==> src/rtl/hazard_ctrl.sv <==
// hazard_ctrl: pipeline hazard controller for the 5-stage RV32 core.
//
// Resolves E-stage operand forwarding, load-use stalls, taken-branch/jump
// flushes and multi-cycle data-memory waits. A memory access that stays
// not-ready for MEM_TIMEOUT consecutive cycles parks the controller in a
// sticky FAULT state (pipeline frozen) until reset.
//
// Ports:
//   clk, rst                      core clock, asynchronous active-low reset
//   rs1_d, rs2_d                  source registers of the D instruction
//   rs1_e, rs2_e, rd_e            source/destination registers of the E instruction
//   rd_m, rd_w                    destination registers of the M / W instructions
//   resultsrc_e                   E result select (2'b01 = load)
//   regwrite_m, regwrite_w        M / W instructions write the register file
//   pcsrc_e                       taken branch or jump resolved in E
//   mem_req_m, mem_ready          data-memory handshake for the M access
//   forward_a_e, forward_b_e      E operand select: 00 rd, 10 M ALU result, 01 W result
//   stall_f, stall_d, stall_e,
//   stall_m                       hold PC, F/D, D/E, E/M registers
//   flush_d, flush_e, flush_w     clear F/D, D/E, M/W registers
//   mem_fault                     sticky memory-timeout flag
//
// Optional build macro HAZARD_PERF_EN adds 32-bit wrapping event counters
// perf_lw_stalls, perf_flushes and perf_mem_waits as output ports.
module hazard_ctrl #(
    parameter int unsigned MEM_TIMEOUT = 16,
    parameter int unsigned CNT_W       = 8
) (
    input  logic       clk,
    input  logic       rst,
    input  logic [4:0] rs1_d,
    input  logic [4:0] rs2_d,
    input  logic [4:0] rs1_e,
    input  logic [4:0] rs2_e,
    input  logic [4:0] rd_e,
    input  logic [4:0] rd_m,
    input  logic [4:0] rd_w,
    input  logic [1:0] resultsrc_e,
    input  logic       regwrite_m,
    input  logic       regwrite_w,
    input  logic       pcsrc_e,
    input  logic       mem_req_m,
    input  logic       mem_ready,
    output logic [1:0] forward_a_e,
    output logic [1:0] forward_b_e,
    output logic       stall_f,
    output logic       stall_d,
    output logic       flush_d,
    output logic       stall_e,
    output logic       flush_e,
    output logic       stall_m,
    output logic       flush_w,
`ifdef HAZARD_PERF_EN
    output logic [31:0] perf_lw_stalls,
    output logic [31:0] perf_flushes,
    output logic [31:0] perf_mem_waits,
`endif
    output logic       mem_fault
);

    typedef enum logic [1:0] {RUN, MEM_WAIT, FAULT} state_t;

    state_t           state;
    logic [CNT_W-1:0] wait_cnt;

    logic lw_stall;
    logic mem_stall;
    logic freeze;

    // Forwarding: M stage has priority over W; x0 is never forwarded.
    always_comb begin
        forward_a_e = 2'b00;
        if (regwrite_m && rd_m != 5'd0 && rd_m == rs1_e)
            forward_a_e = 2'b10;
        else if (regwrite_w && rd_w != 5'd0 && rd_w == rs1_e)
            forward_a_e = 2'b01;
    end

    always_comb begin
        forward_b_e = 2'b00;
        if (regwrite_m && rd_m != 5'd0 && rd_m == rs2_e)
            forward_b_e = 2'b10;
        else if (regwrite_w && rd_w != 5'd0 && rd_w == rs2_e)
            forward_b_e = 2'b01;
    end

    assign lw_stall  = (resultsrc_e == 2'b01) && (rd_e != 5'd0) &&
                       ((rd_e == rs1_d) || (rd_e == rs2_d));
    assign mem_stall = mem_req_m && !mem_ready;

    // Freeze is decoded from the current state and live inputs so it takes
    // effect in the very cycle the memory first reports not-ready. The
    // mem_ready cycle in MEM_WAIT falls through to the normal RUN equations.
    always_comb begin
        unique case (state)
            RUN:      freeze = mem_stall;
            MEM_WAIT: freeze = !mem_ready;
            default:  freeze = 1'b1;
        endcase
    end

    // While frozen, lw_stall/pcsrc_e are masked; the held E instruction
    // presents them again once the pipeline is released.
    always_comb begin
        if (freeze) begin
            stall_f = 1'b1;
            stall_d = 1'b1;
            stall_e = 1'b1;
            stall_m = 1'b1;
            flush_w = 1'b1;
            flush_d = 1'b0;
            flush_e = 1'b0;
        end else begin
            stall_f = lw_stall;
            stall_d = lw_stall;
            stall_e = 1'b0;
            stall_m = 1'b0;
            flush_w = 1'b0;
            flush_d = pcsrc_e;
            flush_e = lw_stall || pcsrc_e;
        end
    end

    // wait_cnt holds the number of stalled cycles already spent on the
    // current access, so the FAULT decision lands on stalled cycle MEM_TIMEOUT.
    always_ff @(posedge clk or negedge rst) begin
        if (!rst) begin
            state     <= RUN;
            wait_cnt  <= '0;
            mem_fault <= 1'b0;
        end else begin
            unique case (state)
                RUN: begin
                    if (mem_stall) begin
                        state    <= MEM_WAIT;
                        wait_cnt <= CNT_W'(1);
                    end
                end
                MEM_WAIT: begin
                    if (mem_ready) begin
                        state    <= RUN;
                        wait_cnt <= '0;
                    end else if (wait_cnt == CNT_W'(MEM_TIMEOUT - 1)) begin
                        state     <= FAULT;
                        mem_fault <= 1'b1;
                    end else begin
                        wait_cnt <= wait_cnt + CNT_W'(1);
                    end
                end
                default: begin
                    state     <= FAULT;
                    mem_fault <= 1'b1;
                end
            endcase
        end
    end

`ifdef HAZARD_PERF_EN
    // Memory-wait cycles are the frozen cycles outside the terminal FAULT state.
    always_ff @(posedge clk or negedge rst) begin
        if (!rst) begin
            perf_lw_stalls <= '0;
            perf_flushes   <= '0;
            perf_mem_waits <= '0;
        end else begin
            if (!freeze && lw_stall)
                perf_lw_stalls <= perf_lw_stalls + 32'd1;
            if (!freeze && pcsrc_e)
                perf_flushes <= perf_flushes + 32'd1;
            if (freeze && state != FAULT)
                perf_mem_waits <= perf_mem_waits + 32'd1;
        end
    end
`endif

endmodule

==> config.mk <==
export PLATFORM = sky130hd
export DESIGN_NAME = hazard_ctrl
export DESIGN_NICKNAME = d
export VERILOG_FILES = /design/src/rtl/hazard_ctrl.sv
export SDC_FILE = /design/constraint.sdc
export NUM_CORES = 1
export LEC_CHECK = 0
export CAP_MARGIN = 20
export CORE_UTILIZATION = 35
export DETAILED_ROUTE_END_ITERATION = 10
export HOLD_SLACK_MARGIN = 0.06
export PLACE_DENSITY = 0.86
export SLEW_MARGIN = 10
export SYNTH_ARGS = -nofsm -noshare
export SYNTH_HDL_FRONTEND = slang
export SYNTH_SLANG_ARGS = --single-unit
==> constraint.sdc <==
create_clock -name clk -period 1.4 [get_ports clk]
set_input_delay 0.21 -clock clk [delete_from_list [all_inputs] [get_ports clk]]
set_output_delay 0.21 -clock clk [all_outputs]
set_load 0.1 [all_outputs]
==> results by group, run 1 <==
STA
  – Fin Clk Skew: between 0.004 and 0.005 ns
  – Setup WS post-layout: -0.471 ns
  – Final setup vio count: 18
  – Hold Vio Cnt, Final: 0
  – WHS: 0.273 ns
  – Fin crit period: 1.87 ns
  – Pins Over Slew Limit: 0
  – RSZ-0062 raised after global routing: true
  – Final Cycle Share: 1.34
  – F_max: 0.535 GHz
  – Slew HR: 0.656
  – Worst-margin pin slew: between 0.5 and 0.6 ns

Worst setup path
  – Setup CP Type: primary input to output port
  – Cells on worst reg2reg path: 5
  – Worst r2r src: wait_cnt[0]
  – CP required: 1.19 ns
  – Slowest-stage cell, CP: or4_4
  – Maximum fanout along the worst path: 2
  – Crit path DAT: 1.66 ns
  – R2R Path End: wait_cnt[3]
  – CP endpoint kind: output port
  – Max incr delay on CP: 0.54 ns
  – Most frequent cell on the critical path: nor4_4
  – Critical path, cell by cell: buf_6 -> or4_4 -> o21ai_4 -> nor4_4 -> nor4_4 -> buf_12
  – Critical path buffers and inverters: 2
  – Startpoint types: primary input
  – CP top delay family: simple AND/OR/NAND/NOR gates
  – Reg2reg setup slack: -0.22 ns

Final layout
  – Area grow syn2layout: 132%
  – Layout cells sized above 1: 0.598
  – Non-Filler Instances: 245
  – # fillers: 152
  – # nets final: 260
  – ANT cells: 0

Clock network
  – TritonCTS clock tree: yes
  – CTS buffer count: 3
  – Clock Tree Buf Depth: 2
  – Worst skew pair latency: 0.27 ns
  – Root Driver: clkbuf_4
  – CTS Sinks: 11
  – H-tree levels: 1
  – Clock-pin slew on the worst setup and hold paths: 0.08 ns

Power and ir drop
  – Combinational power share: 0.582
  – Share of total power in the clock network: 0.165
  – Internal cell power: 0.000833 W
  – Psw: 0.000556 W
  – Sequential Power Share: 0.253
  – Max IR drop VDD: approximately 0.00058 V
  – Pwr Density: 586 nW/µm²
  – Switching Fraction: 0.400
  – Leak pwr: 1.06 nW

Die
  – Die H: 56.0 µm
  – Die Width: ~56 µm
  – Io pins: 56
  – Std cell rows: 19
  – Die area: 3130 µm²
  – Initial Util: 0.370
  – Core region area: 2760 µm²

Place
  – Final GP Congestion: about 0.82
  – Setup WS pre-CTS: -0.935 ns
  – IO Port Bufs: 55
  – Dpl hpwl: 2920 µm
  – Dpl cells: 236

Synth
  – Post-synthesis cell count: ~120
  – Synthesized area per cell: 8.64 µm²
  – Post-synth cell types: 37
  – Ys Warns: 0
  – Seq/Total Area, Yosys: 0.270
  – Post-synthesis register bit count: 11
  – Mapped Nets: 163
  – Synth Cell Area: 1020 µm²

Global routing
  – Vias in the first global route: around 1400
  – GRT Overall Usage: 0.260
  – Largest net degree at the start of global routing: 12
  – GRT overflow: 0
  – Initial antenna violation count: 0
  – First-pass GRT wire length: 6370 µm

Outcome
  – Violations in the final reports: setup timing
  – Status: finished, violations left

Routing
  – Via density: 5.43
  – Drt first pass iters: 4
  – Total detailed-routing wirelength: around 4100 µm
  – DRT iter0 DRCs: between 50 and 60
  – Final antenna-violating net count: 0
  – Routed WL per cell: 16.9 µm
  – Post-route DRC: 0
  – Routed via count: 1331

Worst hold path
  – Hold WC Path Type: primary input to async pin

Flow run
  – Max-cap viol count: 0
layer usage:
metal	part of all wire	track usage	wire, µm	vias up
met1	0.35	0.286	1460	635
met4	0.033	0.0592	135	0
li1	-	-	-	611
met3	0.047	0.0395	194	18
met5	0	0	0	-
met2	0.57	0.514	2350	67
repair_timing:
item / CTS / global route
hold buffers: 0 / 0
gates resized for setup: 92 / 64
endpoints found under the setup margin: 20 / 22
cloned: 0 / 0
buffers inserted: 3 / 6
pin swaps: 28 / 27
power groups by stage:
stage | logic (W) | registers [W] | clock network, W
6_report | 0.000809 | 0.000351 | 0.000230
5_1_grt | 0.000848 | 0.000351 | 0.000241
4_1_cts | 0.000758 | 0.000348 | 0.000225
3_5_place_dp | 0.000728 | 0.000355 | 0
3_3_place_gp | 0.000704 | 0.000352 | 0
2_1_floorplan | 0.000360 | 0.000361 | 0
cells in the mapped netlist:
master,number,share of area
and4b_1,1,0.0098
and2_1,1,0.0061
or4_1,3,0.022
xor2_1,25,0.21
o31ai_1,1,0.0074
a21oi_1,4,0.020
o21ba_2,1,0.0098
a22o_1,2,0.017
ha_1,1,0.012
o21ai_0,7,0.034
inv_1,3,0.011
nor3b_1,1,0.0074
and3_1,2,0.012
o2bb2ai_1,1,0.0086
nor2_1,8,0.029
nor4b_1,1,0.0086
o21ai_2,1,0.0086
nand3_1,6,0.029
or3_1,1,0.0061
a21o_1,1,0.0074
nor4_1,2,0.012
a22oi_1,1,0.0074
and4_1,1,0.0086
or3b_1,1,0.0086
or2_1,1,0.0061
buf_4,3,0.022
xnor2_1,7,0.060
o21ai_1,1,0.0049
nor3_1,5,0.025
dfrtp_1,11,0.27
nor4_2,2,0.025
nand4_1,1,0.0061
o21bai_1,2,0.015
or2_2,1,0.0061
nand2_1,5,0.018
or4_4,1,0.011
nor2b_1,2,0.012
state kept, by name, summed over array words and instances (netlist names):
| register | count |
|---|---|
| mem_fault | 1 |
| state | 2 |
| wait_cnt | 8 |
worst max path at each step:
stage,slack (ns),from,to,depth (start not counted)
2_1_floorplan,-0.95,rd_m[1],forward_a_e[0],4
3_3_place_gp,-0.88,rd_w[2],forward_a_e[0],6
3_5_place_dp,-0.94,rd_w[2],forward_a_e[0],6
4_1_cts,-0.56,rd_m[2],forward_a_e[0],6
5_1_grt,-0.52,rd_m[3],forward_a_e[0],6
6_report,-0.47,rd_m[3],forward_a_e[0],6
layout by cell type, fill, tap and decap left out, drive strengths merged, types with 2 or more instances in the layout:
cell	instances
xnor2	7
buf	63
nor3	5
o21bai	2
xor2	25
clkbuf	9
dlygate4sd2	18
dfrtp	11
clkdlybuf4s50	4
a22o	2
nand2	5
a21oi	4
or2	2
dlymetal6s2s	2
and3	2
nand3	6
o21ai	9
nor2	8
nor2b	2
nor4	4
or4	4
inv	2
clkdlybuf4s15	3
through the flow:
stage	area (µm²)	total power, W	TNS (ns)	utilization
floorplan	1190	0.000721	-4.77	-
global placement	2120	0.00106	-7.64	0.768
detailed placement	2120	0.00108	-8.72	0.768
CTS	2230	0.00133	-4.23	0.809
global route	2370	0.00144	-4.97	0.859
finish	2370	0.00139	-4.16	0.859
logic make-up after synthesis:
logic type	Yosys count	share of synthesized area
AND/OR/NAND/NOR	46	0.270
XOR/XNOR	32	0.275
AO/OA/AOI/OAI	22	0.140
flip-flops	11	0.270
buffers and inverters	6	0.0331
adder cells (fa/ha/maj)	1	0.0123
final cells by class:
cell class                 instances  area (µm²)  share of cell area
clock buffer                       4        26.3              0.0111
tap                               31        38.8              0.0164
inverter                           3        15.0             0.00634
multi-input combinational        101        1030               0.436
sequential                        11         277               0.117
timing repair buffer              95         980               0.413
Power figures use the tool's default switching activity.
==> run 2: changes to the inputs <==
- CORE_ASPECT_RATIO: unset -> 0.6
- SLEW_MARGIN: 10 -> 15
==> run 2 against run 1 <==
Register-to-register slack worse by 0.07 ns. Power up 18%. Critical path type unchanged. Fmax decreased by 3.8%. The run still ends with setup timing left. Critical endpoint is now forward_b_e[0].
==> results by group, run 2 (synthesized netlist as in run 1, its figures left out) <==
Worst setup path
  – Reg2reg setup slack: -0.29 ns (-0.07 ns)
  – CP endpoint kind: output port
  – CP required: 1.19 ns (about the same)
  – R2R Path End: wait_cnt[3]
  – Startpoint types: primary input
  – Max incr delay on CP: 0.55 ns (about the same)
  – Most frequent cell on the critical path: nor4_4
  – Worst r2r src: wait_cnt[0]
  – Crit path DAT: 1.73 ns (+0.07 ns)
  – Cells on worst reg2reg path: 5 (unchanged)
  – Critical path buffers and inverters: 2 (unchanged)
  – Critical path, cell by cell: buf_8 -> or4_4 -> o21ai_4 -> nor4_4 -> nor4_4 -> buf_12
  – Maximum fanout along the worst path: 2 (unchanged)
  – Setup CP Type: primary input to output port
  – Slowest-stage cell, CP: or4_4
  – CP top delay family: simple AND/OR/NAND/NOR gates

Routing
  – Via density: 6.25 (+15%)
  – Routed via count: 1588 (+19%)
  – Routed WL per cell: 27.3 µm (+61%)
  – Total detailed-routing wirelength: 6930 µm (+67%)
  – Final antenna-violating net count: 0 (unchanged)
  – Drt first pass iters: 4 (unchanged)
  – Post-route DRC: 0 (unchanged)
  – DRT iter0 DRCs: 146 (+170%)

Clock network
  – CTS buffer count: 3 (unchanged)
  – H-tree levels: 1 (unchanged)
  – CTS Sinks: 11 (unchanged)
  – Worst skew pair latency: 0.26 ns (about the same)
  – Root Driver: clkbuf_8
  – Clock Tree Buf Depth: 2 (unchanged)
  – Clock-pin slew on the worst setup and hold paths: 0.06 ns (-0.02 ns)
  – TritonCTS clock tree: yes

Die
  – Die H: 43.8 µm (-22%)
  – Core region area: 2630 µm² (-4.7%)
  – Die area: 3140 µm² (+0.23%)
  – Die Width: 71.7 µm (+28%)
  – Std cell rows: 14 (-5)
  – Io pins: 56 (unchanged)
  – Initial Util: 0.388 (+0.0183)

Final layout
  – Most common cell after layout, fill and taps aside: buf_4
  – # fillers: 63 (-59%)
  – Register area: 278 µm² (+0.45%)
  – Layout cells sized above 1: 0.629 (+0.0308)
  – # nets final: 267 (+2.7%)
  – Non-Filler Instances: 254 (+3.7%)
  – Final instance area: 2500 µm² (+5.5%)
  – Biggest register: wait_cnt
  – Area occupied by multi-input gates: 1080 µm² (+4.4%)
  – Largest regs: wait_cnt (8), state (2), mem_fault (1)
  – Area grow syn2layout: 145%
  – Largest register FFs: 8 (unchanged)
  – Commonest non-fill, non-tap cells in the layout: buf_4, buf_6, xor2_1, dlygate4sd2_1, buf_12

Place
  – Final GP Congestion: 0.842 (+3.1%)
  – IO Port Bufs: 55 (unchanged)
  – Dpl cells: 238 (+0.85%)
  – Post-placement cell area: 2130 µm² (+0.41%)
  – Dpl hpwl: 3880 µm (+33%)

STA
  – Final Cycle Share: 1.39 (+0.0528)
  – Fin crit period: 1.94 ns (+0.0740 ns)
  – Setup WS post-layout: -0.545 ns (-0.0740 ns)
  – Fin Clk Skew: 0.00986 ns (+0.00504 ns)
  – Worst-margin pin slew: 0.609 ns (+0.0941 ns)
  – Final setup vio count: 22 (+4)
  – Fin Setup TNS: -5.52 ns (-1.35 ns)
  – Slew HR: 0.593 (-0.0629)
  – RSZ-0062 raised after global routing: true
  – Hold Vio Cnt, Final: 0 (unchanged)
  – WHS: 0.336 ns (+0.0631 ns)
  – F_max: 0.514 GHz (-3.8%)
  – Pins Over Slew Limit: 0 (unchanged)

Global routing
  – Largest net degree at the start of global routing: 12 (unchanged)
  – Initial antenna violation count: 1 (+1)
  – Vias in the first global route: 1506 (+11%)
  – First-pass GRT wire length: 8710 µm (+37%)
  – GRT overflow: 0 (unchanged)
  – GRT Overall Usage: 0.393 (+0.133)

Power and ir drop
  – Leak pwr: 1.12 nW (+5.6%)
  – Total power: 0.00164 W (+18%)
  – Pwr Density: 657 nW/µm² (+12%)
  – Max IR drop VDD: 0.000407 V (-30%)

Outcome
  – Violations in the final reports: setup timing
  – Status: finished, violations left

Worst hold path
  – Hold WC Path Type: primary input to async pin

Flow run
  – Max-cap viol count: 0 (unchanged)
[run 2: cell type report]
cell class	instances	share of cell area
Tap cell	32	0.0160
Sequential cell	11	0.111
Timing Repair Buffer	102	0.417
Clock buffer	4	0.0180
Inverter	3	0.00600
Multi-Input combinational cell	101	0.431
Antenna cell	1	0.00100
[run 2: timing repair]
action,CTS,global route
setup buffers,9,14
gates resized for setup,133,46
hold buffers,0,0
endpoints found under the setup margin,22,22
pin swaps,36,24
[run 2: per-stage QoR]
step	utilization	setup WS (ns)
after floorplan	-	-0.945
after global placement	0.810	-0.838
after detailed placement	0.810	-0.958
after CTS	0.894	-0.525
after global routing	0.952	-0.579
final	0.952	-0.545
[run 2: worst max path at each step]
stage	slack (ns)	to	startpoint	cells past startpoint
5_1_grt	-0.58	forward_b_e[0]	rd_m[4]	6
3_5_place_dp	-0.96	forward_b_e[0]	rd_w[4]	6
2_1_floorplan	-0.95	forward_a_e[0]	rd_m[1]	4
6_report	-0.54	forward_b_e[0]	rd_m[4]	6
4_1_cts	-0.52	forward_a_e[0]	rd_m[3]	6
3_3_place_gp	-0.84	forward_a_e[0]	rd_w[4]	6
[run 2: routing by layer]
| layer | wire length [µm] | part of all wire | global-route usage | up-vias |
|---|---|---|---|---|
| li1 | - | - | - | 629 |
| met1 | 2660 | 0.38 | 0.522 | 773 |
| met2 | 3170 | 0.46 | 0.662 | 133 |
| met3 | 645 | 0.093 | 0.0581 | 53 |
| met4 | 448 | 0.065 | 0.141 | 0 |
| met5 | 0 | 0 | 0 | - |
[run 2: power by group]
group	switching [W]	internal [W]	total [W]
sequential	0.0000169	0.000337	0.000354
combinational	0.000505	0.000434	0.000939
clock	0.000149	0.000202	0.000351
total	0.000671	0.000973	0.00164
